===== src/rtl/spi_wb_master_pkg.sv =====
// Shared constants for the wishbone SPI master: FSM encodings, register map, CONFIG layout.
// Latency: none (definitions only); backpressure: not applicable.
package spi_wb_master_pkg;

    localparam logic [2:0] S_IDLE  = 3'd0;
    localparam logic [2:0] S_SETUP = 3'd1;
    localparam logic [2:0] S_SHIFT = 3'd2;
    localparam logic [2:0] S_HOLD  = 3'd3;
    localparam logic [2:0] S_GAP   = 3'd4;

    localparam logic [2:0] REG_CTRL   = 3'd0;
    localparam logic [2:0] REG_CONFIG = 3'd1;
    localparam logic [2:0] REG_DATA   = 3'd4;

    // CONFIG register layout: bit0 CPOL, bit1 CPHA.
    typedef struct packed {
        logic cpha;
        logic cpol;
    } cfg_t;

    function automatic int calc_half(input int clk_hz, input int spi_hz);
        int h;
        h = (clk_hz + 2 * spi_hz - 1) / (2 * spi_hz);
        return (h < 1) ? 1 : h;
    endfunction

endpackage


===== src/rtl/spi_wb_master_if.sv =====
// 8-bit wishbone register-bus port bundle for the SPI master.
// Latency: combinational wires only; backpressure: none, ack is zero-wait.
interface spi_wb_master_if;

    logic       wb_stb_i;
    logic       wb_cyc_i;
    logic       wb_we_i;
    logic [7:0] wb_adr_i;
    logic [7:0] wb_dat_i;
    logic [7:0] wb_dat_o;
    logic       wb_ack_o;

    modport slave (
        input  wb_stb_i, wb_cyc_i, wb_we_i, wb_adr_i, wb_dat_i,
        output wb_dat_o, wb_ack_o
    );

    modport master (
        output wb_stb_i, wb_cyc_i, wb_we_i, wb_adr_i, wb_dat_i,
        input  wb_dat_o, wb_ack_o
    );

endinterface


===== src/rtl/spi_edge_timer.sv =====
// Half-period divider: counts 0..HALF-1 while run is high and pulses tick on the wrap cycle.
// Latency: first tick HALF cycles after run rises; backpressure: none.
module spi_edge_timer #(
    parameter int HALF = 1
) (
    input  logic clk,
    input  logic rst,
    input  logic run,
    output logic tick
);

    localparam int CW = (HALF > 1) ? $clog2(HALF) : 1;
    localparam logic [CW-1:0] LAST = CW'(HALF - 1);

    logic [CW-1:0] cnt_q, cnt_d;

    assign tick = run && (cnt_q == LAST);

    always_comb begin
        cnt_d = cnt_q + 1'b1;
        if (!run || tick) begin
            cnt_d = '0;
        end
    end

    always_ff @(posedge clk or posedge rst) begin
        if (rst) begin
            cnt_q <= '0;
        end else begin
            cnt_q <= cnt_d;
        end
    end

endmodule


===== src/rtl/spi_wb_master.sv =====
// Wishbone-controlled SPI master, runtime CPOL/CPHA; SPI_WB_MISO_EN enables MISO capture into RX regs.
// Latency: start to IDLE takes HALF*(2*DATA_BITS+3) clocks; no backpressure, writes outside IDLE are dropped.
module spi_wb_master
    import spi_wb_master_pkg::*;
#(
    parameter int CLOCK_FREQUENCY = 125000000,
    parameter int SPI_FREQ        = 2000000,
    parameter int DATA_BITS       = 16,
    parameter int NUM_CS          = 2
) (
    input  logic              clk,
    input  logic              rst,
    spi_wb_master_if.slave    wb,
    output logic              sclk,
    output logic              mosi,
    input  logic              miso,
    output logic [NUM_CS-1:0] cs
);

    localparam int HALF = calc_half(CLOCK_FREQUENCY, SPI_FREQ);
    localparam int NB   = DATA_BITS / 8;
    localparam int EW   = $clog2(2 * DATA_BITS + 1);
    localparam logic [EW-1:0] LAST_EDGE = EW'(2 * DATA_BITS);

    logic [2:0]           state_q, state_d;
    cfg_t                 cfg_q, cfg_d;
    logic [DATA_BITS-1:0] tx_q, tx_d, tx_sh_q, tx_sh_d, rd_word;
    logic [EW-1:0]        edge_q, edge_d, edge_n;
    logic                 sclk_q, sclk_d, mosi_q, mosi_d, done_q, done_d;
    logic [NUM_CS-1:0]    cs_q, cs_d;
    logic                 wr_en, is_idle, start, tick, sample_edge;
    logic [2:0]           adr;
    logic [1:0]           cs_idx;
    logic [7:0]           rd_dat;
    logic [4:0]           unused_adr;

    assign wr_en       = wb.wb_cyc_i & wb.wb_stb_i & wb.wb_we_i;
    assign adr         = wb.wb_adr_i[2:0];
    assign unused_adr  = wb.wb_adr_i[7:3];
    assign cs_idx      = wb.wb_dat_i[2:1];
    assign is_idle     = (state_q == S_IDLE);
    assign start       = wr_en && (adr == REG_CTRL) && wb.wb_dat_i[0] && is_idle
                         && (int'(cs_idx) < NUM_CS);
    assign edge_n      = edge_q + 1'b1;
    // Odd edges are leading; CPHA=0 samples on leading, CPHA=1 on trailing.
    assign sample_edge = edge_n[0] ^ cfg_q.cpha;

    spi_edge_timer #(.HALF(HALF)) u_timer (
        .clk  (clk),
        .rst  (rst),
        .run  (!is_idle),
        .tick (tick)
    );

`ifdef SPI_WB_MISO_EN
    logic [DATA_BITS-1:0] rx_q, rx_d, rx_sh_q, rx_sh_d;
    assign rd_word = rx_q;
`else
    logic unused_miso;
    assign unused_miso = miso;
    assign rd_word     = tx_q;
`endif

    always_comb begin
        state_d = state_q;
        cfg_d   = cfg_q;
        tx_d    = tx_q;
        tx_sh_d = tx_sh_q;
        edge_d  = edge_q;
        sclk_d  = sclk_q;
        mosi_d  = mosi_q;
        done_d  = done_q;
        cs_d    = cs_q;
`ifdef SPI_WB_MISO_EN
        rx_sh_d = rx_sh_q;
        rx_d    = rx_q;
`endif
        if (wr_en && is_idle) begin
            if (adr == REG_CONFIG) begin
                cfg_d = cfg_t'(wb.wb_dat_i[1:0]);
            end
            if (adr >= REG_DATA) begin
                for (int k = 0; k < NB; k++) begin
                    if (adr[1:0] == 2'(k)) begin
                        tx_d[8*k +: 8] = wb.wb_dat_i;
                    end
                end
            end
        end

        case (state_q)
            S_IDLE: begin
                // Follow a CONFIG write on the same edge so sclk idles at the new CPOL next cycle.
                sclk_d = cfg_d.cpol;
                if (start) begin
                    state_d = S_SETUP;
                    tx_sh_d = tx_q;
                    mosi_d  = tx_q[DATA_BITS-1];
                    done_d  = 1'b0;
                    edge_d  = '0;
                    cs_d    = ~(NUM_CS'(1) << cs_idx);
`ifdef SPI_WB_MISO_EN
                    rx_sh_d = '0;
`endif
                end
            end
            S_SETUP: begin
                if (tick) begin
                    state_d = S_SHIFT;
                end
            end
            S_SHIFT: begin
                if (tick) begin
                    edge_d = edge_n;
                    sclk_d = ~sclk_q;
                    if (sample_edge) begin
`ifdef SPI_WB_MISO_EN
                        rx_sh_d = {rx_sh_q[DATA_BITS-2:0], miso};
`endif
                    end else if (cfg_q.cpha) begin
                        mosi_d  = tx_sh_q[DATA_BITS-1];
                        tx_sh_d = tx_sh_q << 1;
                    end else if (edge_n != LAST_EDGE) begin
                        mosi_d  = tx_sh_q[DATA_BITS-2];
                        tx_sh_d = tx_sh_q << 1;
                    end
                    if (edge_n == LAST_EDGE) begin
                        state_d = S_HOLD;
                    end
                end
            end
            S_HOLD: begin
                if (tick) begin
                    cs_d    = '1;
                    state_d = S_GAP;
                end
            end
            S_GAP: begin
                if (tick) begin
                    state_d = S_IDLE;
                    done_d  = 1'b1;
`ifdef SPI_WB_MISO_EN
                    rx_d    = rx_sh_q;
`endif
                end
            end
            default: begin
                state_d = S_IDLE;
                cs_d    = '1;
                sclk_d  = cfg_q.cpol;
            end
        endcase
    end

    always_ff @(posedge clk or posedge rst) begin
        if (rst) begin
            state_q <= S_IDLE;
            cfg_q   <= '0;
            tx_q    <= '0;
            tx_sh_q <= '0;
            edge_q  <= '0;
            sclk_q  <= 1'b0;
            mosi_q  <= 1'b0;
            done_q  <= 1'b0;
            cs_q    <= '1;
        end else begin
            state_q <= state_d;
            cfg_q   <= cfg_d;
            tx_q    <= tx_d;
            tx_sh_q <= tx_sh_d;
            edge_q  <= edge_d;
            sclk_q  <= sclk_d;
            mosi_q  <= mosi_d;
            done_q  <= done_d;
            cs_q    <= cs_d;
        end
    end

`ifdef SPI_WB_MISO_EN
    always_ff @(posedge clk or posedge rst) begin
        if (rst) begin
            rx_q    <= '0;
            rx_sh_q <= '0;
        end else begin
            rx_q    <= rx_d;
            rx_sh_q <= rx_sh_d;
        end
    end
`endif

    always_comb begin
        rd_dat = '0;
        case (adr)
            REG_CTRL:   rd_dat = {2'b00, state_q[1:0], 2'b00, done_q, ~is_idle};
            REG_CONFIG: rd_dat = {6'b0, cfg_q};
            default: begin
                if (adr >= REG_DATA) begin
                    for (int k = 0; k < NB; k++) begin
                        if (adr[1:0] == 2'(k)) begin
                            rd_dat = rd_word[8*k +: 8];
                        end
                    end
                end
            end
        endcase
    end

    assign wb.wb_dat_o = rd_dat;
    assign wb.wb_ack_o = wb.wb_cyc_i & wb.wb_stb_i;
    assign sclk        = sclk_q;
    assign mosi        = mosi_q;
    assign cs          = cs_q;

endmodule


===== src/flat_wrapper.sv =====
// flat-port wrapper written by rule: the top's interface ports become plain ports
module spi_wb_master_flat import spi_wb_master_pkg::*;
#(
    parameter int CLOCK_FREQUENCY = 125000000,
    parameter int SPI_FREQ        = 2000000,
    parameter int DATA_BITS       = 16,
    parameter int NUM_CS          = 2
)
  (clk, rst, sclk, mosi, miso, cs, wb_wb_stb_i, wb_wb_cyc_i, wb_wb_we_i, wb_wb_adr_i, wb_wb_dat_i, wb_wb_dat_o, wb_wb_ack_o);
  spi_wb_master_if wb_i ();
  input  logic clk;
  input  logic rst;
  output logic sclk;
  output logic mosi;
  input  logic miso;
  output logic [NUM_CS-1:0] cs;
  input wire logic [$bits(wb_i.wb_stb_i)-1:0] wb_wb_stb_i;
  input wire logic [$bits(wb_i.wb_cyc_i)-1:0] wb_wb_cyc_i;
  input wire logic [$bits(wb_i.wb_we_i)-1:0] wb_wb_we_i;
  input wire logic [$bits(wb_i.wb_adr_i)-1:0] wb_wb_adr_i;
  input wire logic [$bits(wb_i.wb_dat_i)-1:0] wb_wb_dat_i;
  output wire logic [$bits(wb_i.wb_dat_o)-1:0] wb_wb_dat_o;
  output wire logic [$bits(wb_i.wb_ack_o)-1:0] wb_wb_ack_o;
  assign wb_i.wb_stb_i = wb_wb_stb_i;
  assign wb_i.wb_cyc_i = wb_wb_cyc_i;
  assign wb_i.wb_we_i = wb_wb_we_i;
  assign wb_i.wb_adr_i = wb_wb_adr_i;
  assign wb_i.wb_dat_i = wb_wb_dat_i;
  assign wb_wb_dat_o = wb_i.wb_dat_o;
  assign wb_wb_ack_o = wb_i.wb_ack_o;
  spi_wb_master #(.CLOCK_FREQUENCY(CLOCK_FREQUENCY), .SPI_FREQ(SPI_FREQ), .DATA_BITS(DATA_BITS), .NUM_CS(NUM_CS)) u_core (.clk(clk), .rst(rst), .wb(wb_i), .sclk(sclk), .mosi(mosi), .miso(miso), .cs(cs));
endmodule

===== config.mk =====
export PLATFORM = sky130hd
export DESIGN_NAME = spi_wb_master_flat
export DESIGN_NICKNAME = d
export VERILOG_FILES = /design/src/rtl/spi_wb_master_pkg.sv /design/src/rtl/spi_wb_master_if.sv /design/src/rtl/spi_edge_timer.sv /design/src/rtl/spi_wb_master.sv /design/src/flat_wrapper.sv
export SDC_FILE = /design/constraint.sdc
export NUM_CORES = 1
export LEC_CHECK = 0
export ABC_AREA = 1
export BUFFER_PORTS_ARGS = -buffer_cell sky130_fd_sc_hd__buf_2
export CAP_MARGIN = 10
export CORE_ASPECT_RATIO = 0.75
export CORE_UTILIZATION = 64
export CTS_BUF_LIST = sky130_fd_sc_hd__clkbuf_8
export CTS_CLUSTER_SIZE = 28
export DETAILED_ROUTE_END_ITERATION = 6
export PLACE_DENSITY = 0.9
export SETUP_SLACK_MARGIN = 0.2
export SLEW_MARGIN = 30
export SYNTH_ARGS = -nofsm -noshare
export SYNTH_HDL_FRONTEND = slang
export SYNTH_SLANG_ARGS = --single-unit

===== constraint.sdc =====
create_clock -name clk -period 5 [get_ports clk]
set_input_delay 0.25 -clock clk [delete_from_list [all_inputs] [get_ports clk]]
set_output_delay 0.25 -clock clk [all_outputs]
set_load 0.02 [all_outputs]

* After elaboration in Yosys (flattened, before gate mapping)
Cells that the tools add are included.
** Storage, ports and cells
- Logic and storage cells :: 103
- Register bits after elaboration :: 53
- Input bits :: 22
- Output and inout port bits :: 13
** Cells by class
- Equal/unequal tests :: 17
- Multiplexer cells :: 37
- Reductions and logical operators :: 24
- $lt $le $gt $ge :: 2
- Bitwise operators :: 8
- Shifts and indexed selects :: 1
- Add/subtract/negate cells :: 2
** Operators by type and width (count)
- $mux 16 :: 5
- $pmux 16 s2 :: 1
- $mux 8 :: 3
- $mux 3 :: 6
- $pmux 8 s2 :: 1
- $pmux 3 s5 :: 1
- $reduce_and 3->1 :: 5
- $mux 6 :: 2
- $ne 2x2->1 const B :: 6
- $pmux 6 s2 :: 1
- $mux 1 :: 10
- $add 6x1->6 const B :: 1
- $eq 3x1->1 const B :: 2
- $eq 3x2->1 const B :: 2
- $eq 6x6->1 const B :: 1
- $logic_and 1x1->1 :: 6
- $logic_not 3->1 :: 2
- $ne 6x6->1 const B :: 1
- $pmux 2 s3 :: 1
- $reduce_and 6->1 :: 1
- $reduce_or 3->1 :: 2
- $add 5x1->5 const B :: 1
- $eq 5x5->1 const B :: 1
- $mux 5 :: 1
- other kinds (20) :: 28

* Longest topological paths before layout
Gate-level depths: netlist of run 1.
- Word-level depth :: 8
- Depth in mapped cells :: 14
- Mapped depth without buffers :: 13

* Hierarchy
From an unflattened synthesis of run 1, not the netlist that was laid out.
** Unflattened totals
- Cell total of the unflattened synthesis :: 379
- Area total of the unflattened synthesis :: 2812.7 µm²
** Modules (own cells, without submodules)
- spi_wb_master :: cells each 350, area an instance 2576.2 µm², instances 1
- spi_edge_timer :: cells each 29, area an instance 236.5 µm², instances 1

* Least setup slack after synthesis of run 1
OpenSTA, ideal clock, no wires.
- Path kind :: reg2reg
- Start :: register u_core.u_timer.cnt_q[0]
- End :: register u_core.mosi_q, in the netlist u_core.mosi
- Cell stages (with the launch flop) :: 15
- Data arrival time :: 1.609 ns
- Setup time :: 0.117 ns
- Buffers on the path :: 1
- Slack :: 3.274 ns
- Clock period less this slack :: 1.726 ns
- Cell sequence :: dfrtp_1 ha_1 nand2_1 nor2_1 ha_1 inv_1 nand2_1 nand2_1 inv_2 nand2_4 nor2_8 nand2_4 buf_6 nand2_1 nand2_1
** Between the ends
- Word-level cells in the longest chain between the ends :: 4
** RTL lines
- start: declaration :: line spi_edge_timer.sv:15 : logic [CW-1:0] cnt_q, cnt_d;
- start signal: assignment :: line spi_edge_timer.sv:30 : cnt_q <= cnt_d;
- $eq 5x5->1 :: line spi_edge_timer.sv:17 : assign tick = run && (cnt_q == LAST);
- $logic_and 1x1->1 :: line spi_edge_timer.sv:17
- $ne 2x2->1 (no line)
- $reduce_and 5->1 (no line)
- end signal: assignment :: line spi_wb_master.sv:173 : mosi_q <= mosi_d;
- end: declaration :: line spi_wb_master.sv:29 : logic sclk_q, sclk_d, mosi_q, mosi_d, done_q, done_d;
Every way passes these cells.
A chain may end at the register's enable or synchronous reset.

* Worst setup path in the final report of run 1
- Start :: register u_core.state_q[0]
- End :: register u_core.tx_sh_q[9]
** Between the ends
- Word-level cells in the longest chain between the ends :: 5
** RTL lines
- start: declaration :: line spi_wb_master.sv:25 : logic [2:0] state_q, state_d;
- start signal: assignment :: line spi_wb_master.sv:167 : state_q <= state_d;
- $logic_not 3->1 :: line spi_wb_master.sv:41, spi_wb_master.sv:91
- $logic_not 1->1 or $logic_and 1x1->1 (tied branches) :: line spi_wb_master.sv:51, spi_wb_master.sv:42
- $logic_and 1x1->1, on equally long branches :: line spi_edge_timer.sv:17, spi_wb_master.sv:43
- $ne 2x2->1 (no line)
- $reduce_and 5->1 (no line)
- end signal: assignment :: line spi_wb_master.sv:170 : tx_sh_q <= tx_sh_d;
- end: declaration :: line spi_wb_master.sv:27 : logic [DATA_BITS-1:0] tx_q, tx_d, tx_sh_q, tx_sh_d, rd_word;
Parallel ways exist; a longest one is shown, timed or not.

==> out/summary.md, run 1 <==
* CTS tree: built
* Simple-Gate Fraction of Synth Area: 0.3447
* antenna cells: 0
* Synth Net Count: 393
* GR Layer Usage met1: 0.4117
* post-synth top area share: 0.4572
* Fin. Hold Viols: 0
* highest-count cells in the layout ignoring fill and taps: sky130_fd_sc_hd__nand2_1, sky130_fd_sc_hd__dfrtp_1, sky130_fd_sc_hd__nand3_1, sky130_fd_sc_hd__o21ai_0, sky130_fd_sc_hd__inv_1
* wire length of the first global-routing pass: 10530 µm
* share of the clock period used by the worst path: 0.4443
* maximum number of pins on one net before global-route repair: 54
* final core area utilization: 0.7479
* cell area after technology mapping: 0.002791 mm²
* routed vias/inst: 5.644
* quantity of hold-fixing buffers added after cts: 0
* EDFF count, synth: 0
* antenna viol nets, final: 0
* transition time at the pin with the least slew margin: 0.6572 ns
* Total Routing Usage GR: 0.3010
* worst hold path class: in2async
* sequential cell area fraction in the yosys report: 0.4760
* Critical Path Sink Type: register
* HPWL after DPL: 4286 µm
* P_leak: 0.001618 µW
* placement-stage cell area: 0.002950 mm²
* wirelength, routed: 6517 µm
* worst-case clock skew: 0.009113 ns
* result of the run: finished, final reports clean
* initial cell density of the core: 0.6802
* # port buffers: 28
* Syn Area/Cell: 7.585 µm²
* Max Clock Freq: 450.2 MHz
* vias in the first global route: 2241
* Period minus WS final: 2.221 ns
* CTS H-tree depth: 2
* TritonCTS sink count: 53
* headroom to the max-slew limit: 0.5619
* final setup violation count: 0
* boundary pin count: 35
* initial detailed-routing violation count: 191
* Bufs on Longest Clock Path: 2
* buffer type at the clock tree root: sky130_fd_sc_hd__clkbuf_8
* data required time of the worst path: 5.26 ns
* Skew-Pair Late Insertion Delay: 0.32 ns
* Floorplan Core Area: 0.004104 mm²
* crit-path max cell delay: 0.48 ns
* Placer Congestion: 0.8673
* library cell occupying the most area in the post-synthesis netlist: sky130_fd_sc_hd__dfrtp_1
* data arrival time of the critical path: 2.48 ns
* post-synthesis adder-cell area fraction: 0.01345
* primary flip-flop cell chosen by synthesis mapping: sky130_fd_sc_hd__dfrtp_1
* Final Net Count: 418
* distinct cell type count of the synthesized netlist: 31
* classification of the worst setup path: reg2reg
* complex-gate fraction of the synthesized area: 0.09234
* Peak supply drop: 306.3 µV
* synthesized netlist cell count: 368
* antenna violations before repair: 0
* CP max stage cell: sky130_fd_sc_hd__dfrtp_1
* fraction of final layout cells with drive strength greater than 1: 0.1371
* chip height: 59.20 µm
* ranking of synthesized cells by area: sky130_fd_sc_hd__dfrtp_1, sky130_fd_sc_hd__nand2_1, sky130_fd_sc_hd__nand3_1
* CP Launch Type: register
* most frequent standard cell in the layout excluding fill and tap cells: sky130_fd_sc_hd__nand2_1
* overall via count from detail_route: 2534
* final standard cell area without fillers: 0.003069 mm²
* cells along the critical path: nor2_4, nand2_4, inv_2, nand2_1, nand2_1, inv_2, nand2_4, nor2_8, nand2_4, nand2_1, nand2_1
* Area Overhead vs Synth: 9.951%
* multiplexer share of the synthesized area: 0
* flip-flop and latch count after synthesis: 53
* Reg clk slew, reported paths: 0.11 ns
* post_cts resized: 0
* number of search-and-repair iterations in the first detailed-routing pass: 5
* GR met3 Demand/Resource: 0.04923
* fraction of registers with async set or reset after synthesis: 1.000
* number of cell rows: 20
* maximum fanout along the worst path: 26
* total design power: 1520 µW
* average wire per standard cell: 14.51 µm
* synthesized-area fraction occupied by xor and xnor cells: 0.006275
* floorplan die area: 0.004633 mm²
* summed negative setup slack over all endpoints: 0 ns
* GR Util met2: 0.5013
* total power per unit cell area: 495.1 mW/mm²
* Most Frequent Cell on Critical Path: sky130_fd_sc_hd__nand2_1
* drc violations: 0
* number of warnings reported in the yosys synthesis log: 0
* post-CTS setup repair buffer count: 0
* overall overflow remaining after global route: 0
* reported max-cap violation count: 0
* dominant combinational cell family by area after synthesis: simple AND/OR/NAND/NOR gates
* most used routing layer in global routing: met2
* RSZ-0062 raised after global routing: false
* die extent in x: 78.26 µm
* final hold slack: 0.01647 ns
* Max Slew Vio Count: 0
* Inserted Clock Buffers: 5
-- stage by stage --
stage	setup WS (ns)	cells
4_1_cts	2.804	449
2_1_floorplan	3.274	368
6_report	2.779	449
3_5_place_dp	2.851	441
5_1_grt	2.603	449
3_3_place_gp	2.904	441
-- registers in the layout, indices dropped and copies added, names as in the netlist --
| signal | flops |
|---|---|
| u_core.state_q | 3 |
| u_core.done_q | 1 |
| u_core.cs | 2 |
| u_core.sclk | 1 |
| u_core.u_timer.cnt_q | 5 |
| u_core.edge_q | 6 |
| u_core.tx_sh_q | 16 |
| u_core.mosi | 1 |
| u_core.rd_word | 16 |
| u_core.cfg_q | 2 |
-- report_power, final --
group / leakage (µW) / switching, µW / internal [µW]
logic: 0.000851 / 432 / 177
clock network: 0.0000603 / 155 / 154
registers: 0.000707 / 78.7 / 523
-- critical path, delay by kind of cell (launching register included) --
family	cells	cell delay (ns)
buffers and inverters	2	0.42
DFF	1	0.48
and+or+nand+nor	9	1.25
-- synthesized netlist by cell type (3+ instances only) --
cell type,number
sky130_fd_sc_hd__o21ai_0,34
sky130_fd_sc_hd__nor2_1,21
sky130_fd_sc_hd__nand2_1,142
sky130_fd_sc_hd__nand2_4,5
sky130_fd_sc_hd__inv_2,3
sky130_fd_sc_hd__nor3_1,3
sky130_fd_sc_hd__nand3_1,35
sky130_fd_sc_hd__inv_1,33
sky130_fd_sc_hd__a21oi_1,5
sky130_fd_sc_hd__clkbuf_1,5
sky130_fd_sc_hd__nor2_4,3
sky130_fd_sc_hd__dfrtp_1,51
sky130_fd_sc_hd__buf_2,3
sky130_fd_sc_hd__ha_1,3
-- routing by layer --
metal  wire length, µm  share of wire
met1              2934           0.45
met2              3045           0.47
met3               408          0.063
met4               129          0.020
met5                 0              0
-- path summary, 6_finish.rpt --
kind	start	end	slack, ns	cells past startpoint
max in group asynchronous	rst	u_core.tx_sh_q[3]	4.53	2
min	rst	u_core.edge_q[4]	0.02	2
max	u_core.state_q[0]	u_core.tx_sh_q[9]	2.78	11
max reg2reg	u_core.state_q[0]	u_core.tx_sh_q[9]	2.78	11
min in group clk	wb_wb_dat_i[4]	u_core.rd_word[4]	0.18	3
min reg2reg	u_core.u_timer.cnt_q[0]	u_core.u_timer.cnt_q[0]	0.47	1
-- final cells by class --
| class | count | area [µm²] |
|---|---|---|
| multi-input combinational | 269 | 1275 |
| tap | 55 | 68.82 |
| timing repair buffer | 28 | 140.1 |
| clock inverter | 3 | 50.05 |
| inverter | 36 | 137.6 |
| clock buffer | 5 | 68.82 |
| sequential | 53 | 1329 |
| fill | 315 | 1035 |
-- logic make-up (layout without fill, tap and decap cells) --
logic type               after synthesis  after routing
AND/OR/NAND/NOR                      217            217
flip-flops                            53             53
AO/OA/AOI/OAI                         47             47
buffers and inverters                 46             72
adder cells (fa/ha/maj)                3              3
XOR/XNOR                               2              2
(Power assumes the default switching activity.)
==> run 2: changes to the inputs <==
CORE_UTILIZATION = 60   (was 64)
PLACE_DENSITY = 0.85   (was 0.9)
clock period = 2.2 ns   (was 5 ns; I/O delays follow)
==> run 2 against run 1 <==
  * Clock power is 120% higher
  * Maximum frequency is 20% higher
  * Core utilization is 2.5 points lower
  * Final cell count is 3.3% higher
  * Critical path depth is 2 higher
  * Clock-buffer cell count stayed put
  * Global-route usage is 2.4 points lower
  * Final area is 5.2% higher
  * Worst setup slack worse by 2.4 ns
  * Power is 150% higher
  * Non-clock buffer count is 12 higher
  * Clock skew is 0.0018 ns lower
==> out/summary.md, run 2 (synthesis gave the netlist of run 1 again) <==
* Area Overhead vs Synth: 15.69%
* Max Clock Freq: 538.8 MHz, +20%
* CP Launch Type: register
* routed vias/inst: 5.506, -2.4%
* RSZ-0062 raised after global routing: false
* Worst Reg2Reg Path Length in Cells: 13, +2
* drc violations: 0, unchanged
* beginning of the worst register-to-register path: u_core.u_timer.cnt_q[0]
* # port buffers: 28, unchanged
* most frequent standard cell in the layout excluding fill and tap cells: sky130_fd_sc_hd__nand2_1
* wirelength, routed: 6465 µm, -0.80%
* origin of the worst min-delay path: wb_wb_dat_i[3]
* initial cell density of the core: 0.6249, -0.05525
* CTS tree: built
* share of the clock period used by the worst path: 0.8437, +0.3994
* Hold Crit Depth: 3
* Critical Path Sink Type: register
* Total Routing Usage GR: 0.2771, -0.02392
* Inserted Clock Buffers: 5, unchanged
* final setup violation count: 0, unchanged
* area of all sequential standard cells: 0.001329 mm², unchanged
* initial detailed-routing violation count: 267, +40%
* reported max-cap violation count: 0, unchanged
* Skew-Pair Late Insertion Delay: 0.31 ns, about the same
* TritonCTS sink count: 53, unchanged
* data arrival time of the critical path: 2.11 ns, -0.37 ns
* CTS H-tree depth: 2, unchanged
* boundary pin count: 35, unchanged
* antenna cells: 0, unchanged
* Multi-input gate area: 0.001336 mm², +4.8%
* overall via count from detail_route: 2555, +0.83%
* end of the worst register-to-register path: u_core.tx_sh_q[1]
* top routing layer in use: met4
* Final Net Count: 431, +3.1%
* total met3 wirelength after detailed routing: 469 µm, +15%
* wire length of the first global-routing pass: 10210 µm, -3.1%
* die extent in x: 80.76 µm, +3.2%
* transition time at the pin with the least slew margin: 0.6933 ns, +0.03610 ns
* fill cell count: 349, +11%
* Routed met2 length: 2994 µm, -1.7%
* worst hold path class: in2reg
* maximum fanout along the worst path: 5, -81%
* vias in the first global route: 2185, -2.5%
* result of the run: finished, final reports clean
* maximum number of pins on one net before global-route repair: 33, -39%
* HPWL after DPL: 4432 µm, +3.4%
* classification of the worst setup path: reg2reg
* Floorplan Core Area: 0.004467 mm², +8.8%
* chip height: 61.07 µm, +3.2%
* overall overflow remaining after global route: 0, unchanged
* final hold slack: 0.05552 ns, +0.03905 ns
* fraction of final layout cells with drive strength greater than 1: 0.1867, +0.04968
* Period minus WS final: 1.856 ns, -0.3654 ns
* number of cell rows: 21, +5.0%
* highest-count cells in the layout ignoring fill and taps: sky130_fd_sc_hd__nand2_1, sky130_fd_sc_hd__dfrtp_1, sky130_fd_sc_hd__nand3_1, sky130_fd_sc_hd__o21ai_0, sky130_fd_sc_hd__inv_1
* Placer Congestion: 0.9651, +11%
* antenna viol nets, final: 0, unchanged
* Reg clk slew, reported paths: 0.10 ns, about the same
* wl on met1: 2958 µm, +0.82%
* Max Slew Vio Count: 0, unchanged
* Bufs on Longest Clock Path: 2, unchanged
* buffer type at the clock tree root: sky130_fd_sc_hd__clkbuf_8
* total power per unit cell area: 1156 mW/mm², +130%
* number of search-and-repair iterations in the first detailed-routing pass: 4, -1
* average wire per standard cell: 13.93 µm, -4.0%
* antenna violations before repair: 0, unchanged
* floorplan die area: 0.004932 mm², +6.5%
* data required time of the worst path: 2.45 ns, -2.81 ns
* Peak supply drop: 697.6 µV, +130%
* P_leak: 0.001692 µW, +4.5%
* setup slack of the most critical reg-to-reg path: 0.34 ns, -2.43 ns
* worst-case clock skew: 0.007307 ns, -0.001806 ns
* Fin. Hold Viols: 0, unchanged
* Worst Hold Endpoint: u_core.rd_word[3]
* headroom to the max-slew limit: 0.5371, -0.02474
* summed negative setup slack over all endpoints: 0 ns, unchanged
==> run 2: changes by cell type in the layout (fill, tap and decap cells not counted), sizes merged <==
cell / previous run / this run
buf: 28 / 39
clkinvlp: 0 / 1
dlygate4sd3: 0 / 1
inv: 37 / 36
nand2: 149 / 150
==> run 2: worst max-delay path, cell delays in order (launching register included) <==
cell                      delay [ns]
sky130_fd_sc_hd__dfrtp_1        0.38
sky130_fd_sc_hd__ha_2           0.19
sky130_fd_sc_hd__nand2_2        0.07
sky130_fd_sc_hd__nor2_2         0.11
sky130_fd_sc_hd__ha_2           0.18
sky130_fd_sc_hd__inv_1          0.06
sky130_fd_sc_hd__nand2_2        0.08
sky130_fd_sc_hd__nand2_2        0.06
sky130_fd_sc_hd__inv_4          0.08
sky130_fd_sc_hd__nand2_8        0.06
sky130_fd_sc_hd__nor2_8         0.19
sky130_fd_sc_hd__buf_4          0.18
sky130_fd_sc_hd__nand3_1        0.07
sky130_fd_sc_hd__nand2_1        0.09
==> run 2: how the worst max path moves through the flow <==
stage / start / to / slack (ns) / cells past startpoint
after floorplan: u_core.u_timer.cnt_q[0] / u_core.mosi / 0.47 / 14
after global routing: u_core.u_timer.cnt_q[0] / u_core.tx_sh_q[2] / 0.21 / 13
after global placement: u_core.u_timer.cnt_q[0] / u_core.tx_sh_q[7] / 0.35 / 13
after detailed placement: u_core.u_timer.cnt_q[0] / u_core.tx_sh_q[8] / 0.27 / 13
after CTS: u_core.edge_q[1] / u_core.tx_sh_q[7] / 0.25 / 9
final: u_core.u_timer.cnt_q[0] / u_core.tx_sh_q[1] / 0.34 / 13
==> run 2: metrics by stage <==
step	total power [µW]	setup slack [ns]	util	instance area, µm²	std cells
after floorplan	2473	0.4741	-	2791	368
after global placement	2727	0.3533	0.6706	2995	449
after detailed placement	2784	0.2698	0.6706	2995	449
after CTS	3461	0.2475	0.6986	3120	458
after global routing	3977	0.2139	0.7230	3229	464
final	3732	0.3440	0.7230	3229	464
==> run 2: final cells by class <==
class	instances	area share
Timing Repair Buffer	40	0.07439
Inverter	36	0.04262
Tap cell	57	0.02208
Sequential cell	53	0.4115
Clock buffer	5	0.02131
Clock inverter	3	0.01434
Multi-Input combinational cell	270	0.4138
==> run 2: timing repair <==
action                                 4_1_cts  5_1_grt
gates resized for setup                      0       17
setup endpoints to repair                    0       19
hold buffers                                 1        0
endpoints found under the hold margin       30        0
buffers inserted                             0        4
==> run 2: power breakdown <==
group	switching [µW]	internal (µW)
sequential	167	1190
clock	337	341
combinational	1110	585
==> run 2: routing by layer <==
metal	GRT usage	up-vias
li1	-	1251
met1	0.4077	1204
met2	0.4189	95
met3	0.05481	5
met4	0.08673	0
met5	0	-
==> run 3: changes to the inputs <==
CORE_UTILIZATION = 54   (was 60)
PLACE_DENSITY = 0.81   (was 0.85)
clock period = 1.5 ns   (was 2.2 ns; I/O delays follow)
==> run 3 against run 2 <==
  * Via count up 25%
  * Core utilization is 7.6 points higher
  * Power increased by 89%
  * Final area increased by 22%
  * Critical path depth stayed put
  * Worst setup slack lost 0.88 ns
  * First-iteration DRC count grew 67%
  * Final cell count grew 9.3%
  * The flow now finishes with violations (setup timing)
  * Maximum frequency decreased by 8.7%
  * Clock power rose by 23%
  * Largest cell class unchanged
  * Routed wire length increased by 57%
==> out/summary.md, run 3 (synthesis gave the netlist of run 1 again) <==
* result of the run: complete, but fails checks
* violations in the final reports: setup timing
* total power per unit cell area: 1787 mW/mm², +55%
* number of search-and-repair iterations in the first detailed-routing pass: 6, +2
* cell total after placement: 476, +6.0%
* combinational share of power: 0.593, +0.138
* HPWL after DPL: 4731 µm, +6.7%
* top routing layer in use: met4
* cell-internal power: 3846 µW, +82%
* Floorplan Core Area: 0.004927 mm², +10%
* worst-case clock skew: 0.01730 ns, +0.009997 ns
* most frequent standard cell in the layout excluding fill and tap cells: sky130_fd_sc_hd__nand2_1
* total met3 wirelength after detailed routing: 1076 µm, +130%
* transition time at the pin with the least slew margin: 0.5743 ns, -0.1190 ns
* crit-path max cell delay: 0.38 ns, about the same
* share of total power consumed by net switching: 0.4536, +0.02010
* antenna cells: 0, unchanged
* RSZ-0062 raised after global routing: true
* setup slack of the most critical reg-to-reg path: -0.53 ns, -0.88 ns
* P_leak: 0.001956 µW, +16%
* Multi-input gate area: 0.001665 mm², +25%
* antenna viol nets, final: 0, unchanged
* Worst Reg2Reg Path Length in Cells: 13, unchanged
* average wire per standard cell: 20.03 µm, +44%
* Sequential Power Share: 0.288, -0.075
* chip height: 64.27 µm, +5.2%
* Final Non-Filler Cells: 507, +9.3%
* classification of the worst setup path: reg2reg
* fill cell count: 235, -33%
* share of the clock period used by the worst path: 1.355, +0.5116
* beginning of the worst register-to-register path: u_core.u_timer.cnt_q[1]
* Bufs on Longest Clock Path: 2, unchanged
* antenna violations before repair: 0, unchanged
* CP max stage cell: sky130_fd_sc_hd__dfrtp_1
* Hold Crit Depth: 3, unchanged
* drc violations: 0, unchanged
* Max Clock Freq: 491.9 MHz, -8.7%
* end of the worst register-to-register path: u_core.tx_sh_q[4]
* die extent in x: 85.02 µm, +5.3%
* number of buffer and inverter stages on the critical path: 3, unchanged
* fraction of final layout cells with drive strength greater than 1: 0.3826, +0.1958
* Final Net Count: 471, +9.3%
* initial detailed-routing violation count: 446, +67%
* maximum fanout along the worst path: 8, +3
* Most Frequent Cell on Critical Path: sky130_fd_sc_hd__nand2_2
* floorplan die area: 0.005464 mm², +11%
* data arrival time of the critical path: 2.31 ns, +0.20 ns
* Critical Path Sink Type: register
* area of all sequential standard cells: 0.001329 mm², unchanged
* boundary pin count: 35, unchanged
* origin of the worst min-delay path: wb_wb_dat_i[4]
* Routed met2 length: 4838 µm, +62%
* headroom to the max-slew limit: 0.6159, +0.07877
* reported max-cap violation count: 0, unchanged
* Peak supply drop: 1276 µV, +83%
* CTS tree: built
* wirelength, routed: 10150 µm, +57%
* CP top delay family: simple AND/OR/NAND/NOR gates
* highest-count cells in the layout ignoring fill and taps: sky130_fd_sc_hd__nand2_1, sky130_fd_sc_hd__dfrtp_1, sky130_fd_sc_hd__buf_4, sky130_fd_sc_hd__inv_1, sky130_fd_sc_hd__nand3_1
* placement-stage cell area: 0.003232 mm², +7.9%
* vias in the first global route: 2484, +14%
* final hold slack: 0.002103 ns, -0.05342 ns
* final setup violation count: 31, +31
* clock power share: 0.119, -0.063
* CTS H-tree depth: 2, unchanged
* Placer Congestion: 0.9557, -0.97%
* switching power total: 3193 µW, +97%
* overall overflow remaining after global route: 0, unchanged
* routed vias/inst: 6.282, +14%
* data required time of the worst path: 1.77 ns, -0.68 ns
* minimum setup slack in the final design: -0.5329 ns, -0.8769 ns
* Total Routing Usage GR: 0.2637, -0.01338
* wire length of the first global-routing pass: 11180 µm, +9.6%
* wl on met1: 3646 µm, +23%
* worst hold path class: in2reg
* summed negative setup slack over all endpoints: -11.55 ns, -11.55 ns
* buffer type at the clock tree root: sky130_fd_sc_hd__clkbuf_8
* Skew-Pair Late Insertion Delay: 0.33 ns, +0.02 ns
* Worst Hold Endpoint: u_core.rd_word[12]
* final standard cell area without fillers: 0.003939 mm², +22%
* initial cell density of the core: 0.5665, -0.05840
* Max Slew Vio Count: 0, unchanged
* Inserted Clock Buffers: 5, unchanged
* critical path launch point: u_core.u_timer.cnt_q[1]
* TritonCTS sink count: 53, unchanged
* # port buffers: 28, unchanged
* Area Overhead vs Synth: 41.10%
* CP Launch Type: register
* maximum number of pins on one net before global-route repair: 37, +12%
* cells along the critical path: ha_2, nand2_2, nor2_2, ha_2, inv_2, nand2_2, nand2_2, inv_2, nand2_4, nor2_8, clkbuf_16, nand3_1, nand2_1
* Fin. Hold Viols: 0, unchanged
* Reg clk slew, reported paths: 0.11 ns, about the same
* Period minus WS final: 2.033 ns, +0.1769 ns
* number of cell rows: 22, +4.8%
* overall via count from detail_route: 3185, +25%
==> run 3: changes by cell type in the layout (fill, tap and decap cells not counted), sizes merged <==
| cell | change |
|---|---|
| buf | +36 |
| clkbuf | +2 |
| clkinvlp | +2 |
| nand2 | +2 |
| bufinv | -1 |
| clkinv | -1 |
==> run 3: layout make-up <==
| type | count | share of cell area |
|---|---|---|
| Clock buffer | 5 | 0.01747 |
| Clock inverter | 3 | 0.004765 |
| Inverter | 36 | 0.03590 |
| Multi-Input combinational cell | 272 | 0.4228 |
| Sequential cell | 53 | 0.3374 |
| Tap cell | 60 | 0.01906 |
| Timing Repair Buffer | 78 | 0.1626 |
==> run 3: worst max-delay path by stage <==
stage / end / cells past startpoint / slack (ns)
6_report: u_core.tx_sh_q[4] / 13 / -0.53
5_1_grt: u_core.tx_sh_q[4] / 13 / -0.66
4_1_cts: u_core.tx_sh_q[0] / 13 / -0.23
3_5_place_dp: u_core.tx_sh_q[0] / 13 / -0.23
3_3_place_gp: u_core.tx_sh_q[7] / 13 / -0.13
2_1_floorplan: u_core.mosi / 14 / -0.21
==> run 3: timing repair <==
action / 4_1_cts / 5_1_grt
setup buffers: 4 / 12
pin swaps: 2 / 22
cloned: 0 / 6
hold endpoints to repair: 15 / 0
endpoints found under the setup margin: 57 / 60
hold buffers: 1 / 0
gates resized for setup: 20 / 80
==> run 3: power groups by stage <==
stage / combinational [µW] / sequential (µW) / clock (µW)
global placement: 2490 / 1970 / 0
global route: 4380 / 2040 / 871
detailed placement: 2610 / 1980 / 0
finish: 4180 / 2030 / 835
CTS: 2760 / 1950 / 815
floorplan: 1660 / 2000 / 0
==> run 3: per-layer routing <==
| metal | vias to the layer above | GRT usage |
|---|---|---|
| met4 | 0 | 0.1165 |
| met5 | - | 0 |
| met1 | 1460 | 0.3693 |
| met2 | 307 | 0.4073 |
| li1 | 1338 | - |
| met3 | 80 | 0.04134 |
==> run 3: worst min-delay path, cell delays in order <==
cell and delay (ns):
sky130_fd_sc_hd__buf_2 0.09, sky130_fd_sc_hd__inv_1 0.07, sky130_fd_sc_hd__o21ai_2 0.06
==> run 3: stage by stage <==
stage | util | setup slack (ns) | power (µW)
floorplan | - | -0.2073 | 3666
finish | 0.7994 | -0.5329 | 7039
CTS | 0.6971 | -0.2282 | 5525
global route | 0.7994 | -0.6560 | 7296
global placement | 0.6559 | -0.1319 | 4461
detailed placement | 0.6559 | -0.2304 | 4583
